==> src/rtl/seven_seg_capture_if.sv <==
// Bundle of the scanned display inputs and the recovered digit/status outputs
// of the seven-segment capture monitor.
interface seven_seg_capture_if;
  logic [3:0] anode_in;
  logic [6:0] seg_in;
  logic [3:0] min_1;
  logic [3:0] min_0;
  logic [3:0] sec_1;
  logic [3:0] sec_0;
  logic       frame_valid;
  logic       digit_err;

  // Display-side driver (or bench) owns the scan lines and observes the digits.
  modport master (
    output anode_in, seg_in,
    input  min_1, min_0, sec_1, sec_0, frame_valid, digit_err
  );

  // Capture block observes the scan lines and owns the digits.
  modport slave (
    input  anode_in, seg_in,
    output min_1, min_0, sec_1, sec_0, frame_valid, digit_err
  );
endinterface

==> src/rtl/seven_seg_capture.sv <==
// Recovers the four stopwatch BCD digits from the multiplexed, active-low
// 7-segment scan. A digit is captured once per scan slot, after the slot's
// {anode, segment} value has been stable for STABLE_CYCLES samples.
module seven_seg_capture #(
  parameter int STABLE_CYCLES = 4
) (
  input logic              clock,
  input logic              reset,
  seven_seg_capture_if.slave bus
);

  localparam logic [8:0]  CAP_COUNT = 9'(STABLE_CYCLES);
  localparam logic [8:0]  SAT_COUNT = 9'(STABLE_CYCLES + 1);
  localparam logic [10:0] BLANK     = {4'b1111, 7'b1111111};

  // True when exactly one anode line is driven low.
  function automatic logic is_one_cold(input logic [3:0] an);
    case (an)
      4'b0111, 4'b1011, 4'b1101, 4'b1110: is_one_cold = 1'b1;
      default:                           is_one_cold = 1'b0;
    endcase
  endfunction

  // Mask bit for the slot: bit3=min_1, bit2=min_0, bit1=sec_1, bit0=sec_0.
  function automatic logic [3:0] slot_of(input logic [3:0] an);
    case (an)
      4'b0111: slot_of = 4'b1000;
      4'b1011: slot_of = 4'b0100;
      4'b1101: slot_of = 4'b0010;
      4'b1110: slot_of = 4'b0001;
      default: slot_of = 4'b0000;
    endcase
  endfunction

  // Active-low a..g pattern to {valid, digit}.
  function automatic logic [4:0] seg_decode(input logic [6:0] seg);
    case (seg)
      7'b0000001: seg_decode = {1'b1, 4'd0};
      7'b1001111: seg_decode = {1'b1, 4'd1};
      7'b0010010: seg_decode = {1'b1, 4'd2};
      7'b0000110: seg_decode = {1'b1, 4'd3};
      7'b1001100: seg_decode = {1'b1, 4'd4};
      7'b0100100: seg_decode = {1'b1, 4'd5};
      7'b0100000: seg_decode = {1'b1, 4'd6};
      7'b0001111: seg_decode = {1'b1, 4'd7};
      7'b0000000: seg_decode = {1'b1, 4'd8};
      7'b0000100: seg_decode = {1'b1, 4'd9};
      default:    seg_decode = {1'b0, 4'd0};
    endcase
  endfunction

  logic [10:0] s1_r, s2_r;
  logic [8:0]  cnt_r, cnt_next_s;
  logic [3:0]  mask_r, mask_next_s, mask_upd_s, slot_s;
  logic [15:0] digits_r, digits_next_s;
  logic        fv_r, fv_next_s, err_r, err_next_s;
  logic        capture_s;
  logic [4:0]  dec_s;

  // Two-stage sample pipeline of the scan lines plus the dwell counter.
  always_ff @(posedge clock or negedge reset) begin
    if (!reset) begin
      s1_r  <= BLANK;
      s2_r  <= BLANK;
      cnt_r <= 9'd0;
    end else begin
      s1_r  <= {bus.anode_in, bus.seg_in};
      s2_r  <= s1_r;
      cnt_r <= cnt_next_s;
    end
  end

  // Dwell length: restart on any change, otherwise count up to one past the
  // capture point so a long dwell captures only once.
  always_comb begin
    cnt_next_s = cnt_r;
    if (s1_r != s2_r) begin
      cnt_next_s = 9'd1;
    end else if (cnt_r < SAT_COUNT) begin
      cnt_next_s = cnt_r + 9'd1;
    end else begin
      cnt_next_s = cnt_r;
    end
  end

  // Capture decision: update one digit and the seen-mask, or flag a bad pattern.
  always_comb begin
    slot_s        = slot_of(s2_r[10:7]);
    dec_s         = seg_decode(s2_r[6:0]);
    capture_s     = (cnt_r == CAP_COUNT) && is_one_cold(s2_r[10:7]);
    mask_upd_s    = mask_r | slot_s;
    mask_next_s   = mask_r;
    digits_next_s = digits_r;
    fv_next_s     = 1'b0;
    err_next_s    = 1'b0;
    if (capture_s) begin
      if (dec_s[4]) begin
        case (slot_s)
          4'b1000: digits_next_s[15:12] = dec_s[3:0];
          4'b0100: digits_next_s[11:8]  = dec_s[3:0];
          4'b0010: digits_next_s[7:4]   = dec_s[3:0];
          4'b0001: digits_next_s[3:0]   = dec_s[3:0];
          default: digits_next_s        = digits_r;
        endcase
        if (mask_upd_s == 4'b1111) begin
          mask_next_s = 4'b0000;
          fv_next_s   = 1'b1;
        end else begin
          mask_next_s = mask_upd_s;
          fv_next_s   = 1'b0;
        end
      end else begin
        err_next_s = 1'b1;
      end
    end else begin
      mask_next_s = mask_r;
    end
  end

  // Registered digit, mask and pulse state.
  always_ff @(posedge clock or negedge reset) begin
    if (!reset) begin
      mask_r   <= 4'b0000;
      digits_r <= 16'h0000;
      fv_r     <= 1'b0;
      err_r    <= 1'b0;
    end else begin
      mask_r   <= mask_next_s;
      digits_r <= digits_next_s;
      fv_r     <= fv_next_s;
      err_r    <= err_next_s;
    end
  end

  assign bus.min_1       = digits_r[15:12];
  assign bus.min_0       = digits_r[11:8];
  assign bus.sec_1       = digits_r[7:4];
  assign bus.sec_0       = digits_r[3:0];
  assign bus.frame_valid = fv_r;
  assign bus.digit_err   = err_r;

endmodule

==> src/flat_wrapper.sv <==
// flat-port wrapper written by rule: the top's interface ports become plain ports
module seven_seg_capture_flat 
#(
  parameter int STABLE_CYCLES = 4
)
  (clock, reset, bus_anode_in, bus_seg_in, bus_min_1, bus_min_0, bus_sec_1, bus_sec_0, bus_frame_valid, bus_digit_err);
  seven_seg_capture_if bus_i ();
  input logic clock;
  input logic reset;
  input wire logic [$bits(bus_i.anode_in)-1:0] bus_anode_in;
  input wire logic [$bits(bus_i.seg_in)-1:0] bus_seg_in;
  output wire logic [$bits(bus_i.min_1)-1:0] bus_min_1;
  output wire logic [$bits(bus_i.min_0)-1:0] bus_min_0;
  output wire logic [$bits(bus_i.sec_1)-1:0] bus_sec_1;
  output wire logic [$bits(bus_i.sec_0)-1:0] bus_sec_0;
  output wire logic [$bits(bus_i.frame_valid)-1:0] bus_frame_valid;
  output wire logic [$bits(bus_i.digit_err)-1:0] bus_digit_err;
  assign bus_i.anode_in = bus_anode_in;
  assign bus_i.seg_in = bus_seg_in;
  assign bus_min_1 = bus_i.min_1;
  assign bus_min_0 = bus_i.min_0;
  assign bus_sec_1 = bus_i.sec_1;
  assign bus_sec_0 = bus_i.sec_0;
  assign bus_frame_valid = bus_i.frame_valid;
  assign bus_digit_err = bus_i.digit_err;
  seven_seg_capture #(.STABLE_CYCLES(STABLE_CYCLES)) u_core (.clock(clock), .reset(reset), .bus(bus_i));
endmodule
==> config.mk <==
export PLATFORM = sky130hd
export DESIGN_NAME = seven_seg_capture_flat
export DESIGN_NICKNAME = d
export VERILOG_FILES = /design/src/rtl/seven_seg_capture_if.sv /design/src/rtl/seven_seg_capture.sv /design/src/flat_wrapper.sv
export SDC_FILE = /design/constraint.sdc
export NUM_CORES = 1
export LEC_CHECK = 0
export ABC_AREA = 1
export CAP_MARGIN = 30
export CORE_ASPECT_RATIO = 1.4
export CORE_MARGIN = 1.5
export CORE_UTILIZATION = 54
export CTS_CLUSTER_DIAMETER = 200
export DETAILED_ROUTE_END_ITERATION = 8
export HOLD_SLACK_MARGIN = 0.15
export PLACE_DENSITY = 0.78
export SLEW_MARGIN = 40
export SYNTH_ARGS = -nofsm -noshare
export SYNTH_HDL_FRONTEND = slang
export SYNTH_SLANG_ARGS = --single-unit
==> constraint.sdc <==
create_clock -name clock -period 1.62 [get_ports clock]
set_input_delay 0.162 -clock clock [delete_from_list [all_inputs] [get_ports clock]]
set_output_delay 0.162 -clock clock [all_outputs]
set_load 0.02 [all_outputs]
# After elaboration in Yosys (flattened, before gate mapping)
# Cells that the tools add are included.
[classes] add_sub_neg=1 magnitude_cmp=1 n_eq_ne=20 mux=11 n_bitwise=1 reduce_logical=9
[ops] operator="one-hot mux 5 bit (10 select lines)" n=1
[ops] operator="== test 4 bit (second input constant)" n=5
[ops] operator="two-way mux 9 bit" n=2
[ops] operator="one-hot mux 4 bit (4 select lines)" n=1
[ops] operator="== test 7 x 3 -> 1 bit (second input constant)" n=2
[ops] operator="== test 7 x 6 -> 1 bit (second input constant)" n=2
[ops] operator="== test 7 bit (second input constant)" n=2
[ops] operator="AND reduction 3 bit" n=4
[ops] operator="inequality test 11 bit" n=1
[ops] operator="adder 9 x 1 -> 9 bit (second input constant)" n=1
[ops] operator="== test 9 x 3 -> 1 bit (second input constant)" n=1
[ops] operator="< comparator 9 x 3 -> 1 bit (second input constant)" n=1
[ops] operator="== test 4 x 3 -> 1 bit (second input constant)" n=2
[ops] operator="== test 7 x 1 -> 1 bit (second input constant)" n=1
[ops] operator="== test 7 x 4 -> 1 bit (second input constant)" n=1
[ops] operator="== test 7 x 5 -> 1 bit (second input constant)" n=1
[ops] operator="zero test 7 bit" n=1
[ops] operator="two-way mux 1 bit" n=6
[ops] operator="== test 4 x 1 -> 1 bit (second input constant)" n=1
[ops] operator="== test 4 x 2 -> 1 bit (second input constant)" n=1
[ops] operator="two-way mux 4 bit" n=1
[ops] operator="bitwise OR 4 bit" n=1
[ops] operator="OR reduction 4 bit" n=1
[ops] operator="AND reduction 2 bit" n=1
[ops] operator="2 further kinds" n=2
[word_totals] regBits=53 input_bits=13 out_inout_bits=18 elab_cells=53

# Logic depth before layout (Yosys ltp)
# Gate-level depths: netlist of run 1.
[depth] word_depth=7 mapped_depth=11 depth_no_buf=10

# Worst setup path before layout of run 1
# Ideal clock, no wire load.
[synth_path] kind="reg-to-reg" startpoint="reg u_core.s2_r[3]" endpoint="reg u_core.digits_r[8]" arrival_ps=1370 required_time_ps=1503 setup_slack_ps=132 stages_incl_launch_ff=11 path_buffers=1 period_less_slack_ps=1488 cell_sequence="dfstp_2 -> nand2_1 -> nor2_1 -> nand2_1 -> nand2_2 -> nor2_4 -> nand3_4 -> buf_8 -> nand3_4 -> nand2_1 -> nand2_1"
[synth_between] elab_chain_cells=3
[synth_rtl] element="start, declared" line_no="seven_seg_capture.sv:52" rtl="logic [10:0] s1_r, s2_r;"
[synth_rtl] element="start signal, assigned" line_no="seven_seg_capture.sv:68" rtl="s2_r <= s1_r;"
[synth_rtl] element="== test 7 x 3 -> 1 bit (tied with other cells)" line_no="seven_seg_capture.sv:37" rtl="case (seg)"
[synth_rtl] element="one-hot mux 5 bit (10 select lines) *" line_no="seven_seg_capture.sv:37"
[synth_rtl] element="AND reduction 3 bit (no line)"
[synth_rtl] element="end signal, assigned" line_no="seven_seg_capture.sv:129" rtl="digits_r <= digits_next_s;"
[synth_rtl] element="end, declared" line_no="seven_seg_capture.sv:55" rtl="logic [15:0] digits_r, digits_next_s;"
# Every way passes the cells marked *; elsewhere a longest branch is shown, timed or not.
# A chain may end at the register's enable or synchronous reset.

# Worst setup path after layout of run 1
[layout_path] startpoint="reg u_core.s2_r[0]" endpoint="reg u_core.digits_r[8]"
# Same word-level chain as after synthesis.

==> results_dict.tcl, run 1 <==
set metrics [dict create \
    grt_pass1_vias 1730 \
    antenna_found_initial 0 \
    initial_core_util_pct 56.56 \
    violations "setup timing" \
    fin_worst_skew_ns 0.009362 \
    vias_per_cell 5.034 \
    min_to "u_core.s1_r[9]$_DFF_PN1_" \
    worst_slew_pin_slew_ns 0.6024 \
    netlist_instances 258 \
    hp-start "bus_anode_in[2]" \
    post-place-ws_ns -0.03284 \
    cap_violations 0 \
    clkSinkCount 53 \
    drt_first_pass_iters 4 \
    path_cells "inv_4, nand2_4, nor2_2, nand2_1, nand2_2, nor2_4, nand3_4, clkbuf_16, nand4_1, nand2_1" \
    drc 0 \
    ys_seq_elements 53 \
    p_per_area_nw_per_um2 760.5 \
    clk_path_buf_depth 2 \
    wl_per_cell_um 12.36 \
    insertion_delay_ns 0.30 \
    cts_tree "yes" \
    vias 1898 \
    status "finished with violations" \
    place_inst 357 \
    cts_root_buf "clkbuf_8" \
    ir_drop_mv 0.6075 \
    gp_congestion 0.7755 \
    synth_edf_count 0 \
    critPathKind "reg2reg" \
    drt_iter0_drc 54 \
    final-hold-violation-count 0 \
    yosys.area.top_type_share_pct 32.09 \
    ant_nets 0 \
    syn_to_final_growth_pct 33.80 \
    hp-class "in2reg" \
    required_ns 1.81 \
    dp_hpwl_mm 3.128 \
    cp_slowest_stage_delay_ns 0.60 \
    drt_wl_total_mm 4.659 \
    tns_ns -0.7246 \
    timing.fmax_mhz 586.1 \
    cp_slowest_cell "dfstp_2" \
    critPathTopFamily "simple AND/OR/NAND/NOR gates" \
    final_cell_mix "nand2_1 (51), dfrtp_1 (31), clkdlybuf4s50_1 (29)" \
    setup_violations 16 \
    synthesis.nets 273 \
    grt_pass1_wl_mm 6.906 \
    power_leakage_nw 1.537 \
    slew_headroom_pct 59.84 \
    arrival_ns 1.90 \
    reg2reg_depth 10 \
    crit_buf_inv 2 \
    core_um2 4274 \
    row_count 28 \
    crit_path_frequent_cell "nand2_1" \
    instances_no_fill 377 \
    drv_slew 0 \
    synth-async-reset-ratio_pct 100.0 \
    syn_area_um2 2417 \
    regToRegStartpoint "u_core.s2_r[0]$_DFF_PN1_" \
    rsz0062_at_grt "true" \
    rr_endpoint "u_core.digits_r[8]$_DFFE_PN0P_" \
    port_buffers 30 \
    fp.dieW_um 59.55 \
    die_area_um2 4893 \
    final_common_cell "nand2_1" \
    boundaryPins 31 \
    clkTransAtPathRegs_ns 0.09 \
    antenna_cells 0 \
    finalCritPeriodShare_pct 105.3 \
    synth_ff_type "dfrtp_1" \
    worst_slack_ns -0.08608 \
    htree_levels 2 \
    yosysSeqAreaShare_pct 56.00 \
    rrSetupSlack_ns -0.09 \
    drive_gt1_share_pct 34.07 \
    fin_crit_ns 1.706 \
    grt_overflow 0 \
    nets 331 \
    worst_setup_path_end_kind "register" \
    crit_fanout 6 \
    holdWs_ns 0.2616 \
    start_kind "register" \
    netlist.top_cell.by_area "dfrtp_1" \
    grt_util_all_layers_pct 19.10 \
    startpoint "u_core.s2_r[0]$_DFF_PN1_" \
    grt_start_max_net_pins 30 \
    yosys_warnings 0 \
    die_h_um 82.17 \
    synthDistinctLibCells 27 \
    syn_area_per_cell_um2 9.369 \
    numCtsBuffers 5 \
    synth_area_leaders "dfrtp_1 (32%), dfstp_2 (24%), nand2_1 (10%), nand4_1 (4.9%), nor2_1 (4.5%)" \
    min_path_cells 1 \
]
## flip-flops by register name (all words and copies together), names as in the netlist
register and count:
u_core.digits_r 16, u_core.bus.frame_valid 1, u_core.bus.digit_err 1, u_core.mask_r 4, u_core.s2_r 11, u_core.s1_r 11
u_core.cnt_r 9
## power breakdown
group / total, mW / switching, mW / leakage (nW) / internal, mW
clock: 0.840 / 0.398 / 0.0566 / 0.442
combinational: 0.218 / 0.118 / 0.821 / 0.100
sequential: 1.40 / 0.0284 / 0.659 / 1.37
## worst register-to-register path, stage by stage (launching register included)
cell	delay (ns)
dfstp_2	0.60
inv_4	0.06
nand2_4	0.09
nor2_2	0.04
nand2_1	0.07
nand2_2	0.07
nor2_4	0.13
nand3_4	0.17
clkbuf_16	0.21
nand4_1	0.09
nand2_1	0.08
## cell usage after synthesis, types with 2 or more instances
library cell and n:
ha_1 2, o21ai_1 4, inv_1 28, inv_2 5
nand2_2 6, nand3_4 4, nand4_1 19, xor2_1 9
dfrtp_1 31, nor2_1 29, dfstp_2 22, a21oi_1 3
nand2_1 66, nand3_1 13, nor3_1 2, buf_6 2
nor2_4 3
## cells by family after synthesis
kind of cell             Yosys count  share of synthesized area [%]
XOR/XNOR                          10                          3.623
AO/OA/AOI/OAI                      8                          1.656
flip-flops                        53                          56.00
buffers and inverters             37                          6.884
AND/OR/NAND/NOR                  148                          30.80
adder cells (fa/ha/maj)            2                          1.035
## cell type report
class / instances / area, um^2
multi-input cells: 168 / 1007
well taps: 60 / 75.07
repair buffers: 55 / 560.5
fillers: 305 / 1040
inverters: 33 / 126.4
clock buffers: 8 / 111.4
flip-flops and latches: 53 / 1354
## worst max path at each step
| stage | cells past startpoint | endpoint |
|---|---|---|
| after floorplan | 10 | u_core.digits_r[8]$_DFFE_PN0P_ |
| after global placement | 10 | u_core.digits_r[8]$_DFFE_PN0P_ |
| after detailed placement | 10 | u_core.digits_r[1]$_DFFE_PN0P_ |
| after CTS | 10 | u_core.digits_r[1]$_DFFE_PN0P_ |
| after global routing | 10 | u_core.digits_r[8]$_DFFE_PN0P_ |
| final | 10 | u_core.digits_r[8]$_DFFE_PN0P_ |
## per-layer routing
metal	share of wire, %	vias to the layer above	track usage (%)	wire (um)
met3	3.0	16	4.673	139
met1	36	900	18.72	1688
met4	3.2	0	8.222	149
met5	0	-	0	0
li1	-	932	-	-
met2	58	50	36.81	2683
## repair_timing
action                     4_1_cts  5_1_grt
hold endpoints to repair         6        0
setup buffers                    3        6
pin swaps                        2       17
gates cloned                     0        2
setup endpoints to repair       20       31
hold buffers                     1        0
gates resized for setup          4       37
## stage by stage
stage | util [%] | area [um^2] | power, mW
3_3_place_gp | 67.10 | 2868 | 1.587
3_5_place_dp | 67.10 | 2868 | 1.592
5_1_grt | 75.67 | 3234 | 2.557
2_1_floorplan | - | 2417 | 1.506
4_1_cts | 70.76 | 3024 | 2.441
6_report | 75.67 | 3234 | 2.460
Power figures use the tool's default switching activity.
==> run 2, diff against run 1 <==
--- a/config.mk
+++ b/config.mk
@@ -14,6 +14,7 @@
 export DETAILED_ROUTE_END_ITERATION = 8
 export HOLD_SLACK_MARGIN = 0.15
 export PLACE_DENSITY = 0.78
+export RECOVER_POWER = 100
 export SLEW_MARGIN = 40
 export SYNTH_ARGS = -nofsm -noshare
 export SYNTH_HDL_FRONTEND = slang
==> results_dict.tcl, run 2 (synthesis results as in run 1) <==
set metrics [dict create \
    ant_nets 0 \
    p_per_area_nw_per_um2 761.7 \
    antenna_cells 0 \
    insertion_delay_ns 0.30 \
    tns_ns -0.7189 \
    largestRegisters "u_core.digits_r: 16 flops, u_core.s1_r: 11 flops, u_core.s2_r: 11 flops" \
    crit_buf_inv 2 \
    fin_crit_ns 1.705 \
    worst_setup_path_end_kind "register" \
    final_cell_mix "nand2_1 (51), dfrtp_1 (31), dlygate4sd3_1 (30)" \
    cap_violations 0 \
    place_inst 357 \
    boundaryPins 31 \
    vias_per_cell 5.019 \
    cp_slowest_cell "dfstp_2" \
    instances_no_fill 377 \
    grt_pass1_wl_mm 6.906 \
    final_common_cell "nand2_1" \
    nets 331 \
    drt_iter0_drc 52 \
    numCtsBuffers 5 \
    drv_slew 0 \
    grt_start_max_net_pins 30 \
    worst_slew_pin_slew_ns 0.6290 \
    required_ns 1.81 \
    regMostFlops "u_core.digits_r" \
    dp_hpwl_mm 3.128 \
    wl_per_cell_um 12.34 \
    drt_first_pass_iters 4 \
    power_leakage_nw 1.594 \
    path_cells "inv_4, nand2_4, nor2_2, nand2_1, nand2_2, nor2_4, nand3_4, clkbuf_16, nand4_1, nand2_1" \
    core_um2 4274 \
    die_h_um 82.17 \
    clk_path_buf_depth 2 \
    largest_reg_flops 16 \
    clkSinkCount 53 \
    drt_wl_total_mm 4.652 \
    htree_levels 2 \
    rsz0062_at_grt "true" \
    drive_gt1_share_pct 32.81 \
    start_kind "register" \
    setup_violations 16 \
    finalCritPeriodShare_pct 105.3 \
    port_buffers 30 \
    critPathKind "reg2reg" \
    grt_overflow 0 \
    row_count 28 \
    total_power_mw 2.444 \
    fp.dieW_um 59.55 \
    multi_input_area_um2 999.7 \
    drc 0 \
    crit_path_frequent_cell "nand2_1" \
    slew_headroom_pct 58.07 \
    timing.fmax_mhz 586.4 \
    die_area_um2 4893 \
    clkTransAtPathRegs_ns 0.09 \
    antenna_found_initial 0 \
    vias 1892 \
    initial_core_util_pct 56.56 \
    grt_pass1_vias 1730 \
    fill_cells 309 \
    grt_util_all_layers_pct 19.10 \
    violations "setup timing" \
    seq_area_um2 1354 \
    fin_worst_skew_ns 0.009728 \
    arrival_ns 1.90 \
    critPathTopFamily "simple AND/OR/NAND/NOR gates" \
    hp-class "reg2reg" \
    ir_drop_mv 0.6023 \
    cts_root_buf "clkbuf_8" \
    status "finished with violations" \
    gp_congestion 0.7755 \
    rrSetupSlack_ns -0.09 \
    final-hold-violation-count 0 \
    crit_fanout 6 \
    cts_tree "yes" \
    final_core_util_pct 75.06 \
    worst_slack_ns -0.08542 \
    cp_slowest_stage_delay_ns 0.60 \
    syn_to_final_growth_pct 32.71 \
]
## run 2: cell types whose count changed in the layout (fill, tap and decap cells not counted), moves of 3 or more
cell             change
clkdlybuf4s50_1     -29
dlygate4sd3_1       +29
dfstp_1              +3
dfstp_2              -3
## run 2: power by group
group | internal [mW] | switching, mW | total [mW]
registers | 1.37 | 0.0284 | 1.40
logic | 0.0907 | 0.115 | 0.206
clock network | 0.442 | 0.395 | 0.837
## run 2: worst reg2reg max path, stage by stage (launching register included)
cell       delay (ns)
dfstp_2          0.60
inv_4            0.06
nand2_4          0.09
nor2_2           0.04
nand2_1          0.07
nand2_2          0.07
nor2_4           0.13
nand3_4          0.17
clkbuf_16        0.21
nand4_1          0.09
nand2_1          0.08
## run 2: metal layers
layer / routed length [um] / up-vias / GRT usage (%)
li1: - / 935 / -
met1: 1684 / 890 / 18.72
met2: 2677 / 51 / 36.81
met3: 140 / 16 / 4.673
met4: 149 / 0 / 8.222
met5: 0 / - / 0
## run 2: stage by stage
stage          worst slack [ns]  area [um^2]  hold slack (ns)
6_report               -0.08542         3208           0.3633
5_1_grt                 -0.1772         3208           0.3798
4_1_cts               -0.005702         3024           0.2557
3_5_place_dp           -0.03284         2868           0.2073
3_3_place_gp           0.008027         2868           0.2054
2_1_floorplan            0.1323         2417          -0.1336
## run 2: worst paths after layout
check / start / to / cells past startpoint
min: u_core.s1_r[2]$_DFF_PN1_ / u_core.s2_r[2]$_DFF_PN1_ / 0
max reg2reg: u_core.s2_r[0]$_DFF_PN1_ / u_core.digits_r[8]$_DFFE_PN0P_ / 10
max: u_core.s2_r[0]$_DFF_PN1_ / u_core.digits_r[8]$_DFFE_PN0P_ / 10
max in group asynchronous: reset / u_core.cnt_r[0]$_DFFE_PN0P_ / 3
min in group asynchronous: reset / u_core.digits_r[2]$_DFFE_PN0P_ / 2
min reg2reg: u_core.s1_r[2]$_DFF_PN1_ / u_core.s2_r[2]$_DFF_PN1_ / 0
## run 2: area by class of cell
cell class	instances	share of cell area [%]
flip-flops and latches	53	42.20
multi-input cells	168	31.16
repair buffers	55	16.89
inverters	33	3.939
clock buffers	8	3.471
well taps	60	2.340
## run 2: repair_timing
| action | CTS | global route |
|---|---|---|
| cloned | 0 | 2 |
| setup buffers | 3 | 6 |
| gates resized for setup | 4 | 37 |
| setup endpoints to repair | 20 | 31 |
| hold endpoints to repair | 6 | 0 |
| hold buffers | 1 | 0 |
| pin swaps | 2 | 17 |
